<file path="src/rtl/counter_res_pkg.sv">
// Shared default sizing for the step accumulator and its restart timer.
package counter_res_pkg;
  localparam int WIDTH_DEF  = 5;
  localparam int STEP_W_DEF = 4;
  localparam int PERIOD_DEF = 20;
endpackage

</file>
<file path="src/rtl/counter_res_if.sv">
// Data bundle between the step source and the accumulator. There is no handshake:
// 'in' is sampled at every rising edge; out/temp/reset are valid all the time.
interface counter_res_if
  import counter_res_pkg::*;
#(
  parameter int WIDTH  = WIDTH_DEF,
  parameter int STEP_W = STEP_W_DEF
) ();
  logic [STEP_W-1:0] in;
  logic [WIDTH-1:0]  out;
  logic [WIDTH-1:0]  temp;
  logic              reset;

  modport master (output in, input out, input temp, input reset);
  modport slave  (input in, output out, output temp, output reset);
endinterface

</file>
<file path="src/rtl/counter_res_reset_timer.sv">
// Free-running restart timer: counts 0..PERIOD-1, flags the wrap edge and
// produces a one-cycle restart strobe that also covers the reset period.
module counter_res_reset_timer
  import counter_res_pkg::*;
#(
  parameter int WIDTH  = WIDTH_DEF,
  parameter int PERIOD = PERIOD_DEF
) (
  input  logic             clk,
  input  logic             rstn,
  output logic [WIDTH-1:0] temp_o,
  output logic             wrap_o,
  output logic             reset_o
);
  localparam logic [WIDTH-1:0] LAST = WIDTH'(PERIOD - 1);

  logic [WIDTH-1:0] temp_q, temp_d;
  logic             wrap_q, wrap;

  // With PERIOD = 2**WIDTH, LAST is all-ones and temp_q + 1 rolls over to 0 anyway.
  always_comb begin
    wrap   = (temp_q == LAST);
    temp_d = wrap ? '0 : temp_q + 1'b1;
  end

  always_ff @(posedge clk or posedge rstn) begin
    if (rstn) begin
      temp_q <= '0;
      wrap_q <= 1'b0;
    end else begin
      temp_q <= temp_d;
      wrap_q <= wrap;
    end
  end

  assign temp_o  = temp_q;
  assign wrap_o  = wrap;
  assign reset_o = rstn | wrap_q;
endmodule

</file>
<file path="src/rtl/counter_res.sv">
// Step accumulator: adds 'in' every clock, cleared by the restart timer every PERIOD clocks.
module counter_res
  import counter_res_pkg::*;
#(
  parameter int WIDTH  = WIDTH_DEF,
  parameter int STEP_W = STEP_W_DEF,
  parameter int PERIOD = PERIOD_DEF
) (
  input  logic         clk,
  input  logic         rstn,
  counter_res_if.slave bus
);
  logic [WIDTH-1:0] out_q, out_d;
  logic [WIDTH-1:0] temp;
  logic             wrap;
  logic             reset;

  counter_res_reset_timer #(
    .WIDTH  (WIDTH),
    .PERIOD (PERIOD)
  ) u_timer (
    .clk     (clk),
    .rstn    (rstn),
    .temp_o  (temp),
    .wrap_o  (wrap),
    .reset_o (reset)
  );

  // The clear takes priority over the step on the wrap edge.
  always_comb begin
    out_d = wrap ? '0 : out_q + WIDTH'(bus.in);
  end

  always_ff @(posedge clk or posedge rstn) begin
    if (rstn) out_q <= '0;
    else      out_q <= out_d;
  end

  assign bus.out   = out_q;
  assign bus.temp  = temp;
  assign bus.reset = reset;
endmodule

</file>
<file path="src/flat_wrapper.sv">
// flat-port wrapper written by rule: the top's interface ports become plain ports
module counter_res_flat import counter_res_pkg::*;
#(
  parameter int WIDTH  = WIDTH_DEF,
  parameter int STEP_W = STEP_W_DEF,
  parameter int PERIOD = PERIOD_DEF
)
  (clk, rstn, bus_in, bus_out, bus_temp, bus_reset);
  counter_res_if #(.WIDTH(WIDTH), .STEP_W(STEP_W)) bus_i ();
  input  logic clk;
  input  logic rstn;
  input wire logic [$bits(bus_i.in)-1:0] bus_in;
  output wire logic [$bits(bus_i.out)-1:0] bus_out;
  output wire logic [$bits(bus_i.temp)-1:0] bus_temp;
  output wire logic [$bits(bus_i.reset)-1:0] bus_reset;
  assign bus_i.in = bus_in;
  assign bus_out = bus_i.out;
  assign bus_temp = bus_i.temp;
  assign bus_reset = bus_i.reset;
  counter_res #(.WIDTH(WIDTH), .STEP_W(STEP_W), .PERIOD(PERIOD)) u_core (.clk(clk), .rstn(rstn), .bus(bus_i));
endmodule
</file>
<file path="config.mk">
export PLATFORM = sky130hd
export DESIGN_NAME = counter_res_flat
export DESIGN_NICKNAME = d
export VERILOG_FILES = /design/src/rtl/counter_res_pkg.sv /design/src/rtl/counter_res_if.sv /design/src/rtl/counter_res_reset_timer.sv /design/src/rtl/counter_res.sv /design/src/flat_wrapper.sv
export SDC_FILE = /design/constraint.sdc
export NUM_CORES = 1
export LEC_CHECK = 0
export BUFFER_PORTS_ARGS = -buffer_cell sky130_fd_sc_hd__buf_2
export CAP_MARGIN = 20
export CORE_AREA = 2 2 39 41
export CTS_CLUSTER_DIAMETER = 50
export DETAILED_ROUTE_END_ITERATION = 10
export DIE_AREA = 0 0 41 43
export PLACE_DENSITY = 0.72
export SLEW_MARGIN = 25
export SYNTH_ARGS = -nofsm -noshare
export SYNTH_HDL_FRONTEND = slang
export SYNTH_SLANG_ARGS = --single-unit
</file>
<file path="constraint.sdc">
create_clock -name clk -period 2.2 [get_ports clk]
set_input_delay 0.44 -clock clk [delete_from_list [all_inputs] [get_ports clk]]
set_output_delay 0.44 -clock clk [all_outputs]
set_load 0.05 [all_outputs]
</file>
==> results.md, run 1 <==
* Status: finished clean
* Synth Register Bits at 11
* Peak supply drop at ~0.54 mV
* Synth unique cells at 18
* Final wirelength at between 1000 and 1500 um
* Reg area at roughly 280 um^2
* Layout cells sized above 1 at roughly a third
* Register area share after synthesis at about half
* DR vias at roughly 400
* Final worst slack at roughly 0.64 ns
* Highest-count cells in the layout ignoring fill and taps: 16 x buf_2, 11 x dfrtp_1, 5 x ha_1
* Mean Syn Cell Area at roughly 12 um^2
* Cells after Synth at 45
* Area of the die at 1760 um^2
* Flop2flop setup slack at 0.77 ns
* Port bufs at 16
* Startpoint types: register
* Global-route wire length before repair at around 1600 um
* Net count, final at 78
* Core area at 1380 um^2
* Cts bufs inserted at 3
* Multi-input logic area at 244 um^2
* Commonest non-fill, non-tap cell in the layout: buf_2
* Clock Latency Late Sink at ~0.27 ns
* Vias in the first global route at about 350
* Tot GR Track Use at 14.3%
* Post-CTS setup buffers at 0
* Detailed Route Iter0 Violations at 6
* F_max at roughly 640 MHz
* CP arrival at between 1 and 1.5 ns
* Fillers at ~120
* GPL Wtd Cong at approximately 0.69
* Power per cell area at about 1300 nW/um^2
* Pre-antenna DRT Iters at 2
* MaxCap Viol Count at 0
* Overflow after GRT at 0
* Resized cells post-CTS at 0
* RSZ-0062 raised after global routing: no
* CP max FO at 1
* Vias/cell at roughly 5
* Reg-to-reg critical path startpoint: u_core.bus.out[0]$_DFF_PP0_
* Leakage at approximately 0.33 nW
* Worst reg2reg endpoint: u_core.bus.out[4]$_DFF_PP0_
* Num rows at 14
* R2R depth at 5
* CTS tree: done
* Syn_nets at 57
* Hold Vio Cnt, Final at 0
* Setup Skew at between 0.0007 and 0.0008 ns
* DRC Markers at 0
* WS Path Type: register to output pin
* Worst slew pin tran at roughly 0.43 ns
* Wire length per cell at about 12 um
* Hold Path Class: primary input to asynchronous set/reset pin
* Final setup vio count at 0
* Crit path time final at 1.56 ns
* Total power draw at between 0.8 and 0.9 mW
* Tcrit/Tclk final at a little under three quarters
* Initial Util at just under 40%
* Antenna cells at 0
* Hold_buf cts at 0
* Pre-CTS worst setup slack at approximately 0.63 ns
* WP data required at 1.76 ns
* Layout area overhead at 23.7%
* Cell Area, Synth at between 500 and 600 um^2
* Clock slew at reported path FFs at 0.07 ns
* Largest net degree at the start of global routing at 12
* Initial antenna violation count at 0
* Root Buffer: clkbuf_4
* Setup TNS at 0 ns
* Chip width at between 40 and 50 um
* Relative slew margins at between 70% and 80%
* Yosys warns at 0
* Routed Antenna Nets at 0
* Num ports at 17
* Die span in y at 43 um
* Slew Viols, Final at 0
* TritonCTS Sinks at 11
* Htree depth at 1
* Clock tree buffer depth at 2
* CP endpoint kind: output pin
routing by layer:
layer | global-route usage, % | up-vias | wire length (um)
li1 | - | 199 | -
met1 | 16.7 | 191 | 428
met2 | 20.0 | 10 | 507
met3 | 1.57 | 4 | 25
met4 | 16.0 | 0 | 43
met5 | 0 | - | 0
cell families after synthesis:
group                      synth area share (%)
AOI/OAI and AO/OA                          7.73
adders and majority gates                  15.5
and+or+nand+nor                            15.7
buffers and inverters                      2.81
xor gates and xnor gates                   4.92
muxes                                      1.87
DFF                                        51.5
per-stage QoR:
step	util (%)	cells	hold slack (ns)	cell area, um^2
2_1_floorplan	-	45	0.292	534
3_3_place_gp	45.8	77	0.459	634
3_5_place_dp	45.8	77	0.462	634
4_1_cts	47.7	81	0.168	661
5_1_grt	47.7	81	0.195	661
6_report	47.7	81	0.161	661
final cells by class:
cell class,instances,area share (%)
inverters,2,1.14
multi-input cells,31,36.9
flip-flops and latches,11,41.7
well taps,16,3.03
repair buffers,17,13.3
clock buffers,4,3.98
state kept, by name, indices dropped and copies added (netlist names):
name                   cells
u_core.bus.out             5
u_core.u_timer.wrap_q      1
u_core.u_timer.temp_o      5
power by group:
part	total [mW]	internal, mW	switching, mW
registers	0.285	0.251	0.0337
logic	0.419	0.130	0.289
clock network	0.141	0.0703	0.0707
worst max-delay path, stage by stage, from the launching register on:
cell and delay, ns:
dfrtp_1 0.36, or2_2 0.28, buf_2 0.21
cells in the mapped netlist:
master    instances  share of area, %
xnor2_1           3               4.9
nand4b_1          2               3.3
nor4bb_1          1               1.9
a22o_1            1               1.6
a21oi_1           2               1.9
o21ai_0           1              0.94
ha_1              5                12
inv_1             2               1.4
dfrtp_1          11                52
buf_4             1               1.4
a211o_1           2               3.3
mux2i_1           1               1.9
nand3_1           3               2.8
nand2_1           3               2.1
nor2_1            3               2.1
fa_1              1               3.7
nor2b_1           2               2.3
or2_2             1               1.2
worst max-delay path by stage:
stage / start / depth (start not counted) / to
2_1_floorplan: u_core.u_timer.temp_o[0]$_DFF_PP0_ / 5 / u_core.bus.out[4]$_DFF_PP0_
3_3_place_gp: bus_in[0] / 6 / u_core.bus.out[4]$_DFF_PP0_
3_5_place_dp: bus_in[0] / 6 / u_core.bus.out[4]$_DFF_PP0_
4_1_cts: u_core.u_timer.wrap_q$_DFF_PP0_ / 2 / bus_reset
5_1_grt: u_core.u_timer.wrap_q$_DFF_PP0_ / 2 / bus_reset
6_report: u_core.u_timer.wrap_q$_DFF_PP0_ / 2 / bus_reset
No activity file was read; power rests on OpenSTA's default activity.
==> run 2: changes to the inputs <==
--- a/config.mk
+++ b/config.mk
@@ -11,7 +11,7 @@
 export CTS_CLUSTER_DIAMETER = 50
 export DETAILED_ROUTE_END_ITERATION = 10
 export DIE_AREA = 0 0 41 43
-export PLACE_DENSITY = 0.72
+export PLACE_DENSITY = 0.75
 export SLEW_MARGIN = 25
 export SYNTH_ARGS = -nofsm -noshare
 export SYNTH_HDL_FRONTEND = slang
==> constraint.sdc (replaced) <==
create_clock -name clk -period 1.3 [get_ports clk]
set_input_delay 0.26 -clock clk [delete_from_list [all_inputs] [get_ports clk]]
set_output_delay 0.26 -clock clk [all_outputs]
set_load 0.05 [all_outputs]
==> results.md, run 2 (synthesis gave the netlist of run 1 again) <==
* Status: finished with violations (was finished clean)
* Failing checks: negative setup slack
* CTS tree: done (unchanged)
* Clock Latency Late Sink at 0.28 ns (was 0.27 ns)
* Tot GR Track Use at 15.3% (was 14.3%)
* CP endpoint kind: register (was output pin)
* Peak supply drop at 1.10 mV (was 0.543 mV)
* Leakage at 0.359 nW (was 0.326 nW)
* Hold_sp: bus_in[0]
* Num ports at 17 (unchanged)
* Startpoint types: register (unchanged)
* RSZ-0062 raised after global routing: yes (was no)
* Setup Skew at 0.00389 ns (was 0.000721 ns)
* Chip width at 41 um (unchanged)
* Hold Vio Cnt, Final at 0 (unchanged)
* Relative slew margins at 73.3% (was 71.0%)
* Final wirelength at 1120 um (was 1010 um)
* Vias/cell at 4.85 (was 4.99)
* Root Buffer: clkbuf_4 (unchanged)
* R2R depth at 5 (unchanged)
* WS Path Type: register to register (was register to output pin)
* CP max FO at 2 (was 1)
* Final setup vio count at 1 (was 0)
* Global-route wire length before repair at 1770 um (was 1560 um)
* Reg-to-reg critical path startpoint: u_core.bus.out[0]$_DFF_PP0_ (unchanged)
* Wire length per cell at 12.9 um (was 12.4 um)
* Routed Antenna Nets at 0 (unchanged)
* Highest-count cells in the layout ignoring fill and taps: 13 x buf_2, 6 x buf_4, 6 x dfrtp_2, 5 x dfrtp_1 (was 16 x buf_2, 11 x dfrtp_1, 5 x ha_1)
* Overflow after GRT at 0 (unchanged)
* Power per cell area at 1960 nW/um^2 (was 1280 nW/um^2)
* Commonest non-fill, non-tap cell in the layout: buf_2 (unchanged)
* Crit path time final at 1.31 ns
* Hold Path Class: primary input to register (was primary input to asynchronous set/reset pin)
* Cts bufs inserted at 3 (unchanged)
* WHS Path Cells at 3
* Antenna cells at 0 (unchanged)
* MaxCap Viol Count at 0 (unchanged)
* Design area at 790 um^2 (was 661 um^2)
* Setup TNS at -0.0113 ns (was 0 ns)
* Net count, final at 84 (was 78)
* Critical Path Start: u_core.bus.out[0]$_DFF_PP0_ (was u_core.u_timer.wrap_q$_DFF_PP0_)
* Core area at 1380 um^2 (unchanged)
* Final std cells w/o fill at 87 (was 81)
* Placed Area at 692 um^2 (was 634 um^2)
* Port bufs at 16 (unchanged)
* DR vias at 422 (was 404)
* Die span in y at 43 um (unchanged)
* Final worst slack at -0.0113 ns (was 0.640 ns)
* GPL Wtd Cong at 0.678 (was 0.686)
* CP arrival at 1.48 ns (was 1.12 ns)
* Layout area overhead at 47.8% (was 23.7%)
* Vias in the first global route at 414 (was 352)
* Clock tree buffer depth at 2 (unchanged)
* DRC Markers at 0 (unchanged)
* TritonCTS Sinks at 11 (unchanged)
* Cell Count Post-Placement at 80 (was 77)
* Num rows at 14 (unchanged)
* Clock slew at reported path FFs at 0.08 ns (was 0.07 ns)
* Slew Viols, Final at 0 (unchanged)
* WP data required at 1.47 ns (was 1.76 ns)
* F_max at ~760 MHz
* Layout cells sized above 1 at 53.5% (was 32.3%)
* Initial Util at 38.6% (unchanged)
* Pre-antenna DRT Iters at 2 (unchanged)
* Htree depth at 1 (unchanged)
* Initial antenna violation count at 0 (unchanged)
* Detailed Route Iter0 Violations at 2 (was 6)
* Worst slew pin tran at 0.401 ns (was 0.434 ns)
* Hpwl dp at just under 800 um
* Largest net degree at the start of global routing at 12 (unchanged)
* Area of the die at 1760 um^2 (unchanged)
* Tcrit/Tclk final at 101%
* Total power draw at 1.54 mW (was 0.845 mW)
-- run 2: changes by cell type in the layout (fill, tap and decap cells not counted), moves of 3 or more --
cell,before,now
buf_2,16,13
dfrtp_2,0,6
dfrtp_1,11,5
ha_1,5,2
buf_4,1,6
ha_4,0,3
-- run 2: worst paths after layout --
check / endpoint / slack [ns]
min in group asynchronous: u_core.u_timer.temp_o[2]$_DFF_PP0_ / 0.51
max in group asynchronous: u_core.u_timer.temp_o[1]$_DFF_PP0_ / 0.48
min reg2reg: u_core.u_timer.temp_o[1]$_DFF_PP0_ / 0.54
max reg2reg: u_core.bus.out[4]$_DFF_PP0_ / -0.01
min: u_core.bus.out[0]$_DFF_PP0_ / 0.37
max: u_core.bus.out[4]$_DFF_PP0_ / -0.01
-- run 2: power breakdown --
part           switching, mW  internal [mW]  leakage [nW]
Sequential            0.0758          0.437         0.127
Combinational          0.508          0.274         0.217
Clock                  0.130          0.119        0.0150
-- run 2: layout make-up --
| cell class | count | area, um^2 |
|---|---|---|
| repair buffers | 23 | 158 |
| well taps | 16 | 20.0 |
| clock buffers | 4 | 26.3 |
| inverters | 2 | 7.51 |
| fillers | 124 | 594 |
| multi-input cells | 31 | 295 |
| flip-flops and latches | 11 | 283 |
-- run 2: layer usage --
| layer | share of wire [%] | vias to the layer above | global-route usage [%] |
|---|---|---|---|
| met5 | 0 | - | 0 |
| li1 | - | 207 | - |
| met4 | 2.1 | 0 | 12.0 |
| met2 | 50 | 9 | 22.2 |
| met3 | 3.1 | 4 | 1.57 |
| met1 | 45 | 202 | 19.5 |
-- run 2: worst max-delay path, cell delays in order (launching register included) --
cell and delay (ns):
dfrtp_2 0.43, ha_4 0.16, fa_2 0.36, nand3_2 0.10
a211o_1 0.12, nand2_1 0.04
-- run 2: per-stage QoR --
step                utilization, %  worst slack, ns  hold slack (ns)
floorplan                        -           -0.133            0.112
detailed placement            50.0          -0.0172            0.282
finish                        57.1          -0.0113            0.371
CTS                           55.2          0.00237            0.374
global route                  57.1          -0.0640            0.382
global placement              50.0           0.0195            0.277
-- run 2: repair_timing --
item	CTS	global route
resized for setup	8	3
hold buffers	1	0
endpoints found under the setup margin	4	7
buffers inserted	0	2
endpoints found under the hold margin	11	0
pin swaps	0	2
==> run 3: changes to the inputs <==
--- a/config.mk
+++ b/config.mk
@@ -7,12 +7,12 @@
 export LEC_CHECK = 0
 export BUFFER_PORTS_ARGS = -buffer_cell sky130_fd_sc_hd__buf_2
 export CAP_MARGIN = 20
-export CORE_AREA = 2 2 39 41
+export CORE_MARGIN = 1
+export CORE_UTILIZATION = 43
 export CTS_CLUSTER_DIAMETER = 50
 export DETAILED_ROUTE_END_ITERATION = 10
-export DIE_AREA = 0 0 41 43
-export PLACE_DENSITY = 0.75
-export SLEW_MARGIN = 25
+export PLACE_DENSITY = 0.78
 export SYNTH_ARGS = -nofsm -noshare
 export SYNTH_HDL_FRONTEND = slang
+export SYNTH_HIERARCHICAL = 1
 export SYNTH_SLANG_ARGS = --single-unit
==> results.md, run 3 <==
* Status: finished with violations (unchanged)
* Failing checks: negative setup slack (unchanged)
* Final setup vio count at 3 (was 1)
* Hold Vio Cnt, Final at 0 (unchanged)
* R2R depth at 6 (was 5)
* Register area share after synthesis at 48.2% (was 51.5%)
* Power per cell area at 1950 nW/um^2 (was 1960 nW/um^2)
* Area of the die at 1480 um^2 (was 1760 um^2)
* Cells after Synth at 51 (was 45)
* Global-route wire length before repair at 2160 um (was 1770 um)
* Synth area leaders: dfrtp_1 48%, ha_1 11%, nor2_1 4.6% (was dfrtp_1 52%, ha_1 12%, xnor2_1 4.9%)
* Crit path time final at 1.65 ns (was 1.31 ns)
* Num rows at 12 (was 14)
* CP max FO at 2 (unchanged)
* Tot GR Track Use at 23.0% (was 15.3%)
* Htree depth at 1 (unchanged)
* Crit-path max cell delay at 0.39 ns (was 0.43 ns)
* Chip width at 38.4 um (was 41 um)
* Mean Syn Cell Area at 11.2 um^2 (was 11.9 um^2)
* Startpoint types: register (unchanged)
* Number of synthesized flops with an enable pin at 0 (unchanged)
* Yosys warns at 6 (was 0)
* Main synth FF type: dfrtp_1 (unchanged)
* Cell Area, Synth at 571 um^2 (was 534 um^2)
* Worst slew pin tran at 0.257 ns (was 0.401 ns)
* WS Path Type: register to register (unchanged)
* CP endpoint kind: register (unchanged)
* GPL Wtd Cong at 0.743 (was 0.678)
* Die span in y at 38.4 um (was 43 um)
* Hpwl dp at 884 um (was 771 um)
* Core area at 1170 um^2 (was 1380 um^2)
* Vias/cell at 5.20 (was 4.85)
* Clock Latency Late Sink at 0.28 ns (about the same)
* Setup TNS at -0.858 ns (was -0.0113 ns)
* Num ports at 17 (unchanged)
* CTS tree: done (unchanged)
* Largest net degree at the start of global routing at 7 (was 12)
* Overflow after GRT at 0 (unchanged)
* Most frequent cell after synthesis: dfrtp_1 (unchanged)
* Commonest non-fill, non-tap cell in the layout: buf_4 (was buf_2)
* Slew Viols, Final at 0 (unchanged)
* Worst reg2reg endpoint: u_core/bus.out[4]$_DFF_PP0_ (was u_core.bus.out[4]$_DFF_PP0_)
* Net count, final at 100 (was 84)
* Final wirelength at 1810 um (was 1120 um)
* F_max at 605 MHz (was 763 MHz)
* Tcrit/Tclk final at 127% (was 101%)
* Cts bufs inserted at 3 (unchanged)
* Reg-to-reg critical path startpoint: u_core/bus.out[0]$_DFF_PP0_ (was u_core.bus.out[0]$_DFF_PP0_)
* Leakage at 0.458 nW (was 0.359 nW)
* Pre-CTS worst setup slack at -0.306 ns (was -0.0172 ns)
* DRC Markers at 0 (unchanged)
* Critical path cell sequence: ha_4 > inv_2 > fa_2 > nand2b_4 > a21oi_4 > mux2_4 (was ha_4 > fa_2 > nand3_2 > a211o_1 > nand2_1)
* Final hold slack at 0.331 ns (was 0.371 ns)
* Final core utilization at 82.8% (was 57.1%)
* Total power draw at 1.89 mW (was 1.54 mW)
* Clock slew at reported path FFs at 0.08 ns (about the same)
* Commonest cells in the netlist: 11 x dfrtp_1, 7 x nor2_1, 5 x ha_1, 5 x inv_1, 3 x nor2b_1 (was 11 x dfrtp_1, 5 x ha_1)
* Fillers at 62 (was 124)
* Initial Util at 48.7% (was 38.6%)
* Final std cells w/o fill at 101 (was 87)
* WP data required at 1.47 ns (about the same)
* Flop2flop setup slack at -0.35 ns (was -0.01 ns)
* Hold_sp: bus_in[0] (unchanged)
* Yosys top cell area share at 48.2% (was 51.5%)
* DR vias at 525 (was 422)
* Detailed Route Iter0 Violations at 12 (was 2)
* TritonCTS Sinks at 11 (unchanged)
* Initial antenna violation count at 0 (unchanged)
* Port bufs at 16 (unchanged)
* Routed Antenna Nets at 0 (unchanged)
* WHS Path Cells at 3 (unchanged)
* Design area at 970 um^2 (was 790 um^2)
* Worst-case hold path end point: u_core/bus.out[0]$_DFF_PP0_ (was u_core.bus.out[0]$_DFF_PP0_)
* Vias in the first global route at 472 (was 414)
* CP max-delay cell: dfrtp_2 (unchanged)
* MaxCap Viol Count at 0 (unchanged)
* Wire length per cell at 17.9 um (was 12.9 um)
* CP arrival at 1.82 ns (was 1.48 ns)
* Clock tree buffer depth at 2 (unchanged)
* Synth Register Bits at 11 (unchanged)
* Root Buffer: clkbuf_4 (unchanged)
* Pre-antenna DRT Iters at 4 (was 2)
* Layout area overhead at 70.0% (was 47.8%)
* Synth unique cells at 22 (was 18)
* Synth area leader: dfrtp_1 (unchanged)
* Highest-count cells in the layout ignoring fill and taps: 11 x buf_4, 9 x buf_2, 9 x buf_6, 6 x nor2_1, 6 x dfrtp_2 (was 13 x buf_2, 6 x buf_4, 6 x dfrtp_2, 5 x dfrtp_1)
* Syn_nets at 63 (was 57)
* Placed Area at 802 um^2 (was 692 um^2)
* Relative slew margins at 82.8% (was 73.3%)
* Antenna cells at 0 (unchanged)
* Fraction of registers with async set/reset at 100% (unchanged)
* RSZ-0062 raised after global routing: yes (unchanged)
* Peak supply drop at 1.59 mV (was 1.10 mV)
* Final worst slack at -0.354 ns (was -0.0113 ns)
* Setup Skew at 0.0118 ns (was 0.00389 ns)
* Layout cells sized above 1 at 64.4% (was 53.5%)
* Cell Count Post-Placement at 92 (was 80)
* Hold Path Class: primary input to register (unchanged)
[run 3: changes by cell type in the layout (fill, tap and decap cells not counted), moves of 2 or more]
| cell | before | now |
|---|---|---|
| a211o_1 | 2 | 0 |
| buf_2 | 13 | 9 |
| buf_4 | 6 | 11 |
| buf_6 | 2 | 9 |
| inv_1 | 2 | 4 |
| inv_2 | 0 | 3 |
| mux2_4 | 0 | 2 |
| nand2_1 | 3 | 0 |
| nand4b_1 | 2 | 0 |
| nor2_1 | 3 | 6 |
| xnor2_1 | 3 | 1 |
[run 3: kinds of logic after synthesis]
kind of cell             after synthesis  share of synthesized area (%)
AO/OA/AOI/OAI                          8                           9.21
buffers and inverters                  7                           4.61
AND/OR/NAND/NOR                       15                           16.4
adder cells (fa/ha/maj)                6                           14.5
flip-flops                            11                           48.2
XOR/XNOR                               2                           3.07
multiplexers                           2                           3.95
[run 3: layout make-up]
class | count | area [um^2] | share of cell area, %
inverters | 7 | 26.3 | 2.71
flip-flops and latches | 11 | 283 | 29.2
clock buffers | 4 | 26.3 | 2.71
repair buffers | 32 | 269 | 27.7
multi-input cells | 33 | 348 | 35.9
well taps | 14 | 17.5 | 1.81
[run 3: metal layers]
metal  part of all wire (%)  track usage, %
met3                    2.3            5.81
met5                      0               0
met4                    4.7            13.8
met1                     40            27.2
met2                     53            37.3
[run 3: what timing repair did]
action / 4_1_cts / 5_1_grt
gates resized for setup: 16 / 13
endpoints found under the hold margin: 11 / 0
setup buffers: 3 / 4
hold buffers: 1 / 0
endpoints found under the setup margin: 9 / 9
pin swaps: 4 / 4
[run 3: worst max-delay path by stage]
| stage | endpoint | start | cells after the start | slack, ns |
|---|---|---|---|---|
| 4_1_cts | u_core/bus.out[4]$_DFF_PP0_ | u_core/bus.out[0]$_DFF_PP0_ | 6 | -0.29 |
| 3_5_place_dp | u_core/bus.out[4]$_DFF_PP0_ | u_core/bus.out[0]$_DFF_PP0_ | 6 | -0.31 |
| 2_1_floorplan | u_core/bus.out[4]$_DFF_PP0_ | u_core/bus.out[0]$_DFF_PP0_ | 6 | -0.47 |
| 6_report | u_core/bus.out[4]$_DFF_PP0_ | u_core/bus.out[0]$_DFF_PP0_ | 6 | -0.35 |
| 3_3_place_gp | u_core/bus.out[4]$_DFF_PP0_ | u_core/bus.out[0]$_DFF_PP0_ | 6 | -0.27 |
| 5_1_grt | u_core/bus.out[4]$_DFF_PP0_ | u_core/bus.out[0]$_DFF_PP0_ | 6 | -0.38 |
[run 3: critical path: cells and delay by family (launching register included)]
kind	cells	cell delay (ns)
adders and majority gates	2	0.50
AOI/OAI and AO/OA	1	0.13
DFF	1	0.39
muxes	1	0.32
and+or+nand+nor	1	0.16
buffers and inverters	1	0.04
[run 3: where the power goes]
part / internal (mW) / switching [mW] / total (mW)
clock: 0.119 / 0.128 / 0.247
sequential: 0.431 / 0.0657 / 0.497
combinational: 0.490 / 0.656 / 1.15
total: 1.04 / 0.849 / 1.89
